--- src/rtl/mem_arbiter.sv ---
// Two-port arbiter sharing a small synchronous memory between a CPU port and a DMA/loader port.
// CPU-first fixed priority with a DMA starvation guard, optional bus lock and address window check.
module mem_arbiter #(
  parameter int unsigned ADDR_W   = 9,
  parameter int unsigned MAX_WAIT = 4
) (
  input  logic              clk,
  input  logic              rst,
  input  logic              cpu_req,
  input  logic              cpu_we,
  input  logic              cpu_lock,
  input  logic [15:0]       cpu_addr,
  input  logic [7:0]        cpu_wdata,
  output logic              cpu_gnt,
  output logic              cpu_rvalid,
  output logic [7:0]        cpu_rdata,
  input  logic              dma_req,
  input  logic              dma_we,
  input  logic              dma_lock,
  input  logic [15:0]       dma_addr,
  input  logic [7:0]        dma_wdata,
  output logic              dma_gnt,
  output logic              dma_rvalid,
  output logic [7:0]        dma_rdata,
  output logic              mem_en,
  output logic              mem_we,
  output logic [ADDR_W-1:0] mem_addr,
  output logic [7:0]        mem_wdata,
  input  logic [7:0]        mem_rdata,
  output logic              oor_err
);

  typedef enum logic [1:0] {OwnNone, OwnCpu, OwnDma} owner_e;

  localparam logic [3:0] MaxWait = 4'(MAX_WAIT);

  owner_e      owner_q, owner_d;
  logic [3:0]  wait_cnt_q, wait_cnt_d;
  logic        cpu_rvalid_q, dma_rvalid_q;
  // Marks the outstanding response (or the just-finished access) as out of range.
  logic        oor_q;

  logic        any_gnt;
  logic        in_range;
  logic        sel_we;
  logic [15:0] sel_addr;
  logic [7:0]  sel_wdata;

  // Grant decision; everything is forced idle while reset is held.
  always_comb begin
    cpu_gnt = 1'b0;
    dma_gnt = 1'b0;
    if (rst) begin
      case (owner_q)
        OwnCpu: cpu_gnt = cpu_req;
        OwnDma: dma_gnt = dma_req;
        default: begin
          if (cpu_req && dma_req) begin
            if (wait_cnt_q == MaxWait) dma_gnt = 1'b1;
            else                       cpu_gnt = 1'b1;
          end else begin
            cpu_gnt = cpu_req;
            dma_gnt = dma_req;
          end
        end
      endcase
    end
  end

  always_comb begin
    any_gnt   = cpu_gnt | dma_gnt;
    sel_addr  = dma_gnt ? dma_addr  : cpu_addr;
    sel_we    = dma_gnt ? dma_we    : cpu_we;
    sel_wdata = dma_gnt ? dma_wdata : cpu_wdata;
    in_range  = (sel_addr[15:ADDR_W] == '0);
    // Out-of-range accesses are granted but never reach the memory.
    mem_en    = any_gnt && in_range;
    mem_we    = mem_en && sel_we;
    mem_addr  = mem_en ? sel_addr[ADDR_W-1:0] : '0;
    mem_wdata = mem_en ? sel_wdata : '0;
  end

  always_comb begin
    owner_d = owner_q;
    case (owner_q)
      OwnCpu:  if (!cpu_lock) owner_d = OwnNone;
      OwnDma:  if (!dma_lock) owner_d = OwnNone;
      default: begin
        if (cpu_gnt && cpu_lock)      owner_d = OwnCpu;
        else if (dma_gnt && dma_lock) owner_d = OwnDma;
      end
    endcase

    wait_cnt_d = wait_cnt_q;
    if (dma_gnt)                               wait_cnt_d = '0;
    else if (dma_req && wait_cnt_q < MaxWait)  wait_cnt_d = wait_cnt_q + 4'd1;
  end

  always_ff @(posedge clk or negedge rst) begin
    if (!rst) begin
      owner_q      <= OwnNone;
      wait_cnt_q   <= '0;
      cpu_rvalid_q <= 1'b0;
      dma_rvalid_q <= 1'b0;
      oor_q        <= 1'b0;
    end else begin
      owner_q      <= owner_d;
      wait_cnt_q   <= wait_cnt_d;
      cpu_rvalid_q <= cpu_gnt && !cpu_we;
      dma_rvalid_q <= dma_gnt && !dma_we;
      oor_q        <= any_gnt && !in_range;
    end
  end

  always_comb begin
    cpu_rvalid = cpu_rvalid_q;
    dma_rvalid = dma_rvalid_q;
    cpu_rdata  = (cpu_rvalid_q && !oor_q) ? mem_rdata : 8'h00;
    dma_rdata  = (dma_rvalid_q && !oor_q) ? mem_rdata : 8'h00;
    oor_err    = oor_q;
  end

endmodule

--- config.mk ---
export PLATFORM = sky130hd
export DESIGN_NAME = mem_arbiter
export DESIGN_NICKNAME = d
export VERILOG_FILES = /design/src/rtl/mem_arbiter.sv
export SDC_FILE = /design/constraint.sdc
export NUM_CORES = 1
export LEC_CHECK = 0
export CORE_MARGIN = 2
export CORE_UTILIZATION = 25
export CTS_CLUSTER_DIAMETER = 40
export DETAILED_ROUTE_END_ITERATION = 10
export PLACE_DENSITY = 0.79
export SYNTH_ARGS = -nofsm -noshare
export SYNTH_HDL_FRONTEND = slang
export SYNTH_SLANG_ARGS = --single-unit
--- constraint.sdc ---
create_clock -name clk -period 2.15 [get_ports clk]
set_input_delay 0.5375 -clock clk [delete_from_list [all_inputs] [get_ports clk]]
set_output_delay 0.5375 -clock clk [all_outputs]
set_load 0.02 [all_outputs]
==> flow_summary.json <==
{
  "power_density_nw_per_um2": 562.6,
  "hold_viol": 0,
  "synth_cells": 98,
  "wl_um": 4804,
  "setup_ws_ns": -0.3808,
  "clk_pin_slew_worst_paths_ns": 0.06,
  "arrival_ns": 1.99,
  "cts_root_buf": "clkbuf_4",
  "netlist_area_sq_um": 908.4,
  "grt_pass1_vias": 1450,
  "start_kind": "flop",
  "clock_latency_ns": 0.26,
  "dieArea_sq_um": 4132,
  "grt_usage_pct": 22.90,
  "clock-sinks": 9,
  "num_rows": 21,
  "cp.required_ns": 1.61,
  "outcome": "finished with violations",
  "routabilityCongestion": 0.8834,
  "num-fill-cells": 274,
  "slew_viol_final": 0,
  "initial_utilization_pct": 26.59,
  "hold_path.class": "in -> async",
  "top_level_ports": 104,
  "peakVddDrop_mv": 0.5674,
  "placed_cell_area_sq_um": 2158,
  "final_nets": 305,
  "diodes": 0,
  "avgViaCountPerCell": 5.071,
  "end_kind": "output port",
  "clock_skew_ns": 0.005610,
  "drive_gt1_share_pct": 40.25,
  "power.leakage_nw": 1.195,
  "grt_max_degree": 20,
  "grt_first_pass_wirelength_um": 7369,
  "cpLargestDelayFamily": "compound AO/OA/AOI/OAI gates",
  "period_needed_ns": 2.531,
  "synth_seq_cells": 9,
  "io_buffers": 103,
  "slowest_delay_ns": 0.42,
  "violations": "negative setup slack",
  "drt_iter0_drc": 43,
  "syn_avg_cell_area_sq_um": 9.269,
  "antenna_found_initial": 0,
  "num_vias": 1430,
  "synth-seq-area-share_pct": 24.79,
  "drc": 0,
  "core_sq_um": 3416,
  "htreeDepth": 1,
  "critPathMaxFanout": 4,
  "syn2layout_area_growth_pct": 162.9,
  "crit_chain": "ha_4 -> o211ai_1 -> a21oi_4 -> and3_4 -> buf_6 -> a32o_2 -> buf_6",
  "ant_nets": 0,
  "routedWlPerCell_um": 17.04,
  "fp.dieW_um": 64.28,
  "yosys_warnings": 0,
  "timing.fmax_mhz": 395.1,
  "design_area_sq_um": 2389,
  "crit_path_frequent_cell": "buf_6",
  "critical-path-slowest-cell": "dfrtp_1",
  "synthesis.nets": 166,
  "critical_path_buf_inv_count": 2,
  "finalSetupViolations": 21,
  "yosysUniqueCellTypes": 28,
  "cts_tree": "done",
  "place_ws_ns": -1.008,
  "cts_buffer_depth": 2,
  "finalSetupTns_ns": -7.008,
  "crit_type": "reg -> out",
  "numCtsBuffers": 3,
  "dp_hpwl_um": 3383,
  "tightestPinTransition_ns": 0.4034,
  "fin_crit_sh_pct": 117.7,
  "drv_cap": 0,
  "rsz0062_at_grt": "yes",
  "drtPass1Iterations": 4,
  "grt-ovfl-total": 0,
  "die_y_um": 64.28,
  "max_slew_margin_pct": 73.05
}
==> logic make-up after synthesis <==
family,count (synthesis),synth area share [%]
xor gates and xnor gates,1,0.9644
AOI/OAI and AO/OA,31,31.68
DFF,9,24.79
adders and majority gates,4,5.510
and+or+nand+nor,43,30.16
buffers and inverters,10,6.887
==> layer usage <==
| metal | routed length, um | track usage (%) | vias to the layer above |
|---|---|---|---|
| met2 | 2738 | 44.01 | 69 |
| met5 | 0 | 0 | - |
| li1 | - | - | 660 |
| met4 | 149 | 8.777 | 0 |
| met3 | 286 | 5.458 | 14 |
| met1 | 1629 | 23.61 | 687 |
==> synthesized netlist by cell type <==
cell | n | area share [%]
nand3b_1 | 1 | 0.83
a32o_1 | 19 | 21
ha_1 | 4 | 5.5
xnor2_1 | 1 | 0.96
a2111oi_2 | 1 | 1.7
and3_4 | 2 | 2.5
buf_2 | 2 | 1.1
o22a_2 | 1 | 1.1
nor2_4 | 1 | 1.2
o21a_1 | 1 | 0.83
nor2_1 | 7 | 2.9
nor2b_1 | 4 | 2.8
nand2_1 | 3 | 1.2
nor4_1 | 2 | 1.4
a21oi_1 | 4 | 2.2
a31oi_1 | 1 | 0.69
a21oi_4 | 1 | 1.8
o211ai_1 | 2 | 1.7
inv_1 | 5 | 2.1
nand3b_4 | 1 | 2.2
buf_6 | 3 | 3.7
dfrtp_1 | 9 | 25
a22oi_1 | 1 | 0.83
and2_1 | 17 | 12
and3b_1 | 1 | 0.96
nand3_1 | 1 | 0.55
nor3b_1 | 1 | 0.83
nor3_1 | 2 | 1.1
==> sequential cells by signal, summed over array words and instances (netlist names) <==
name        cells
dma_rvalid      1
owner_q         2
cpu_rvalid      1
oor_err         1
wait_cnt_q      4
==> cells in the final DEF (no fill, tap or decap), drive strengths merged <==
master / instances
clkdlybuf4s50: 61
ha: 4
nor4: 2
nand2: 3
nand3b: 2
and2: 17
a22oi: 1
nor3b: 1
and3b: 1
nor2: 8
nand3: 1
a21oi: 5
dlygate4sd2: 21
a32o: 19
clkbuf: 4
o211ai: 2
a31oi: 1
xnor2: 1
and3: 4
o22a: 1
nor3: 2
o21a: 1
buf: 55
a2111oi: 1
nor2b: 4
inv: 5
dfrtp: 9
==> what timing repair did <==
action | 4_1_cts | 5_1_grt
endpoints found under the setup margin | 37 | 21
cloned | 4 | 0
resized for setup | 166 | 6
pin swaps | 10 | 6
endpoints found under the hold margin | 0 | 0
hold buffers | 0 | 0
buffers inserted | 12 | 3
==> worst reg2reg max path: stages (launching register included) <==
cell and delay [ns]:
dfrtp_1 0.38, inv_1 0.08, ha_2 0.21, nand3b_4 0.10, buf_4 0.14, a2111oi_2 0.42, nor2_1 0.07, a32o_1 0.22
==> power breakdown <==
part	internal, mW	leakage, nW	switching, mW
registers	0.227	0.119	0.0496
clock network	0.0716	0.0150	0.0615
logic	0.514	1.06	0.420
total	0.813	1.19	0.531
==> cell type report <==
cell class / count / area [sq um] / share of cell area (%)
Sequential cell: 9 / 225.2 / 9.429
Timing Repair Buffer: 137 / 1329 / 55.63
Multi-Input combinational cell: 81 / 729.5 / 30.54
Tap cell: 46 / 57.56 / 2.410
Clock buffer: 4 / 26.28 / 1.100
Inverter: 5 / 21.27 / 0.8905
==> worst paths after layout <==
kind	start	to	slack (ns)	cells after the start
setup / recovery	owner_q[1]	mem_we	-0.38	7
hold / removal	rst	wait_cnt_q[3]	0.38	2
setup reg to reg	wait_cnt_q[1]	owner_q[0]	0.42	7
hold reg to reg	wait_cnt_q[3]	wait_cnt_q[3]	0.58	2
max in group asynchronous	rst	dma_rvalid	1.53	3
min in group clk	wait_cnt_q[3]	wait_cnt_q[3]	0.58	2
==> metrics by stage <==
step | instances | hold slack [ns] | util, % | power, mW
global placement | 262 | 0.5368 | 63.19 | 1.029
global route | 282 | 0.3714 | 69.93 | 1.437
floorplan | 98 | 0.2419 | - | 0.6658
finish | 282 | 0.3777 | 69.93 | 1.344
CTS | 281 | 0.3722 | 69.27 | 1.293
detailed placement | 262 | 0.5597 | 63.19 | 1.060
(Power assumes the default switching activity.)
==> RTL change 1, RTL diff (same settings) <==
Reset style: synchronous (`rst`), changed in one clocked block.
--- a/src/rtl/mem_arbiter.sv
+++ b/src/rtl/mem_arbiter.sv
@@ -96,7 +96,7 @@
     else if (dma_req && wait_cnt_q < MaxWait)  wait_cnt_d = wait_cnt_q + 4'd1;
   end
 
-  always_ff @(posedge clk or negedge rst) begin
+  always_ff @(posedge clk) begin
     if (!rst) begin
       owner_q      <= OwnNone;
       wait_cnt_q   <= '0;
Function: differs if rst is asserted again (counterexample within 4 cycles, from zero or initial values and one cycle with rst low); with rst held inactive, the same outputs for 10 cycles.
==> RTL change 1 against the unedited design <==
- the run still ends with negative setup slack left
- sequential cell count is the same
- worst setup slack lost 140 ps
- non-clock buffer count shrank 5
- count of clock-buffer cells in the layout is the same
- routed wire length shrank 15%
- area after synthesis shrank 7.2%
- register-to-register slack lost 20 ps
- final area shrank 0.21%
- critical endpoint unchanged
Power is not compared: it rests on default switching activity, and its combinational part moved more than twofold at a synthesized area within 25%.
==> RTL change 1: results (changes against the unedited design) <==
stage,metric,value,unit,change
yosys,"top cells by area, synth","dfxtp_1, a22o_1, and2_1",,
timing,post-route setup slack,-516,ps,-135 ps
route,wire per inst,14.7,um,-14%
cells_and_area,proportion of layout cells with a drive suffix above 1,37.8,%,-2.5 points
place,routability cong.,0.758,,-14%
place,pre-CTS setup slack,-1230,ps,-218 ps
route,initial DRC count,24,,-44%
yosys,Mapped Avg Cell Area,8.43,sq um,-9.0%
clock_network,post-cts sizing count,182,,+9.6%
global_route,largest net degree at the start of global routing,10,,-50%
worst_setup_path,"Slowest-stage cell, CP",or4_4,,
worst_setup_path,Critical Path Source,dma_addr[13],,
yosys,sequential fraction of the synthesis area,21.4,%,-3.4 points
yosys,adder-cell share of the synthesized area,5.93,%,+0.43 points
yosys,Synthesized Nets,168,,+1.2%
worst_setup_path,Worst R2R End,owner_q[0],,
global_route,met3 usage in global routing,4.35,%,-1.1 points
global_route,GR Layer Usage met1,20.0,%,-3.6 points
worst_setup_path,r2r setup slk,400,ps,-20 ps
timing,post-route setup TNS,-8870,ps,-1860 ps
worst_setup_path,Worst Reg-to-Reg Cells,10,,+3
timing,Tcrit/Tclk final,124,%,+6.3 points
yosys,post-synthesis xor/xnor area fraction,1.04,%,+0.074 points
timing,Rel. slew slack,74.3,%,+1.3 points
place,Inst Count DP,265,,+1.1%
route,Met1 Wirelength,1310,um,-19%
route,met2 WL,2370,um,-13%
status,status,finished with violations,,
worst_setup_path,critical-path maximum fanout,5,,+1
yosys,post-synthesis compound-gate area fraction,30.3,%,-1.4 points
route,met3 WL post-DR,349,um,+22%
worst_setup_path,RR Startpoint,owner_q[0],,
yosys,top post-synthesis cells by count,"and2_1, a22o_1, dfxtp_1, nor2_1, inv_1",,
yosys,Synth cell types,35,,+25%
cells_and_area,Post-layout nets,302,,-0.98%
worst_setup_path,"slowest stage delay, CP",530,ps,+110 ps
timing,setup violators final,20,,-4.8%
global_route,met2 GRT Util,43.5,%,-0.56 points
status,failing checks,negative setup slack,,
## RTL change 1: logic make-up (layout without fill, tap and decap cells)
logic type | count (synthesis) | after routing
xor gates and xnor gates | 1 | 1
and+or+nand+nor | 46 | 46
buffers and inverters | 10 | 143
DFF | 9 | 9
AOI/OAI and AO/OA | 30 | 30
adders and majority gates | 4 | 4
## RTL change 1: area by class of cell
type / instances / area [sq um] / share of cell area (%)
repair buffers: 132 / 1330 / 56.0
multi-input cells: 81 / 754 / 31.7
flip-flops and latches: 9 / 183 / 7.66
well taps: 46 / 57.6 / 2.41
inverters: 7 / 28.8 / 1.21
clock buffers: 4 / 26.3 / 1.10
## RTL change 1: critical path, delay by kind of cell
| family | cells | cell delay (ps) |
|---|---|---|
| buf+inv | 4 | 460 |
| simple gates | 3 | 970 |
| compound gates | 1 | 160 |
## RTL change 1: stage by stage
step	hold slack, ps	power, mW
6_report	519	0.594
5_1_grt	547	0.631
4_1_cts	486	0.586
3_5_place_dp	466	0.440
3_3_place_gp	445	0.432
2_1_floorplan	430	0.252
==> RTL change 2, RTL diff (config.mk and constraints unchanged) <==
Made on the original files. Set the parameter `ADDR_W` to 10 (it was 9).
--- a/src/rtl/mem_arbiter.sv
+++ b/src/rtl/mem_arbiter.sv
@@ -1,7 +1,7 @@
 // Two-port arbiter sharing a small synchronous memory between a CPU port and a DMA/loader port.
 // CPU-first fixed priority with a DMA starvation guard, optional bus lock and address window check.
 module mem_arbiter #(
-  parameter int unsigned ADDR_W   = 9,
+  parameter int unsigned ADDR_W   = 10,
   parameter int unsigned MAX_WAIT = 4
 ) (
   input  logic              clk,
Interface: changed (resized mem_addr); port bits go from 104 to 105. The function was not compared with the original's and may differ.
==> RTL change 2 against the unedited design <==
- the flow still finishes with violations (negative setup slack)
- sequential cell count unchanged
- final area fell by 3.6%
- count of clock-buffer cells in the layout stayed put
- die area decreased by 0.26%
- routed wire length down 5.5%
- worst setup slack got worse by 72 ps
- via count down 4.1%
- total power is 4.9% lower
- sequential share of layout area rose by 0.35 points
- clock skew fell by 4.9 ps
- area after synthesis is 0.28% lower
- critical path type unchanged
==> RTL change 2: results (changes against the unedited design) <==
stage,metric,value,unit,change
timing,setup violators final,21,,unchanged
timing,Clock Skews,0.676,ps,-4.93 ps
global_route,first-pass GRT wire length,6740,um,-8.5%
route,Routed Wire Length,4540,um,-5.5%
cells_and_area,proportion of layout cells with a drive suffix above 1,37.6,%,-2.6 points
yosys,Mapped Cells,100,,+2.0%
status,failing checks,negative setup slack,,
route,Met1 Wirelength,1590,um,-2.7%
route,met3 WL post-DR,344,um,+20%
timing,post-route setup slack,-453,ps,-71.7 ps
route,DR vias/cell,4.90,,-3.4%
yosys,Synthesized Nets,168,,+1.2%
yosys,Synth cell types,28,,unchanged
yosys,top post-synthesis cells by count,"a32o_1, and2_1, dfrtp_1, nor2_1, inv_1",,
route,via count,1371,,-4.1%
cells_and_area,final-layout fill cell count,287,,+4.7%
place,routability cong.,0.759,,-14%
global_route,largest net degree at the start of global routing,25,,+25%
yosys,Synth warnings,0,,unchanged
place,post-DP HPWL,3540,um,+4.8%
place,pre-CTS setup slack,-930,ps,+77.5 ps
worst_setup_path,worst path arrival time,2070,ps,+80 ps
global_route,Tot GR Track Use,20.9,%,-2.0 points
cells_and_area,Post-layout nets,303,,-0.66%
worst_setup_path,worst setup path endpoint,mem_addr[4],,
route,TritonRoute pass-1 iters,4,,unchanged
global_route,number of global-route vias before repair,1458,,+0.55%
worst_setup_path,Worst R2R End,owner_q[1],,
place,Inst Count DP,263,,+0.38%
power_and_ir_drop,leakage power,1.16,nW,-2.9%
worst_setup_path,r2r setup slk,320,ps,-100 ps
route,initial DRC count,25,,-42%
worst_setup_path,critical-path maximum fanout,5,,+1
status,status,finished with violations,,
place,port buffer count,104,,+0.97%
yosys,"top cells by area, synth","dfrtp_1, a32o_1, and2_1",,
yosys,sequential fraction of the synthesis area,24.9,%,+0.068 points
job,Max Cap Violations,0,,unchanged
worst_setup_path,Critical Path Source,owner_q[0],,
power_and_ir_drop,worst vdd ir,0.000525,V,-7.5%
route,met2 WL,2510,um,-8.2%
timing,Rel. slew slack,70.7,%,-2.3 points
place,placed cell area,0.00215,sq mm,-0.35%
## RTL change 2: changes by cell type in the layout (fill, tap and decap cells not counted), sizes merged, moves of 2 or more
cell	change
nor3	-2
dlygate4sd2	-2
clkdlybuf4s50	+2
nand3	+2
buf	-2
## RTL change 2: cell type report
type                       count  area, sq um  area share (%)
clock buffer                   4         26.3            1.14
inverter                       5         18.8           0.815
multi-input combinational     81          686            29.8
sequential                     9          225            9.78
tap                           46         57.6            2.50
timing repair buffer         135         1290            56.0
## RTL change 2: metal layers
metal  up-vias  GRT usage [%]
met5         -              0
met4         0           5.05
met3         8           5.63
met2        73           42.1
met1       633           20.8
li1        657              -
## RTL change 2: per-stage QoR
stage	hold WS, ps	setup TNS, ps	power, mW
3_3_place_gp	582	-19980	1.05
2_1_floorplan	242	-1600	0.652
3_5_place_dp	606	-21090	1.10
5_1_grt	492	-9960	1.37
4_1_cts	475	-8410	1.26
6_report	474	-8410	1.28
## RTL change 2: cell families after synthesis
group                    synth area share (%)
AO/OA/AOI/OAI                            32.3
XOR/XNOR                                0.967
adder cells (fa/ha/maj)                  5.53
buffers and inverters                    8.43
flip-flops                               24.9
AND/OR/NAND/NOR                          27.9
## RTL change 2: critical path: stages (launching register included)
cell      delay (ps)
dfrtp_1          390
inv_2             90
ha_4             200
o211ai_1         280
a21oi_4           80
and3_4           190
buf_6            120
buf_6            100
a32o_2           240
buf_6            130
## RTL change 2: worst min-delay path by stage
stage	from	end	slack (ps)	cells past startpoint
floorplan	rst	cpu_rvalid	240	0
global placement	owner_q[0]	owner_q[0]	580	2
detailed placement	wait_cnt_q[3]	wait_cnt_q[3]	610	3
CTS	rst	wait_cnt_q[2]	480	3
global route	rst	wait_cnt_q[2]	490	3
finish	rst	cpu_rvalid	470	3
## RTL change 2: what timing repair did
item | CTS | global route
buffers inserted | 11 | 1
gates cloned | 2 | 0
pin swaps | 9 | 7
setup endpoints to repair | 38 | 23
resized for setup | 152 | 6
## RTL change 2: power breakdown
part	leakage, nW	switching, mW	internal, mW
sequential	0.119	0.0454	0.227
combinational	1.03	0.397	0.486
clock	0.0150	0.0522	0.0711
total	1.16	0.495	0.784
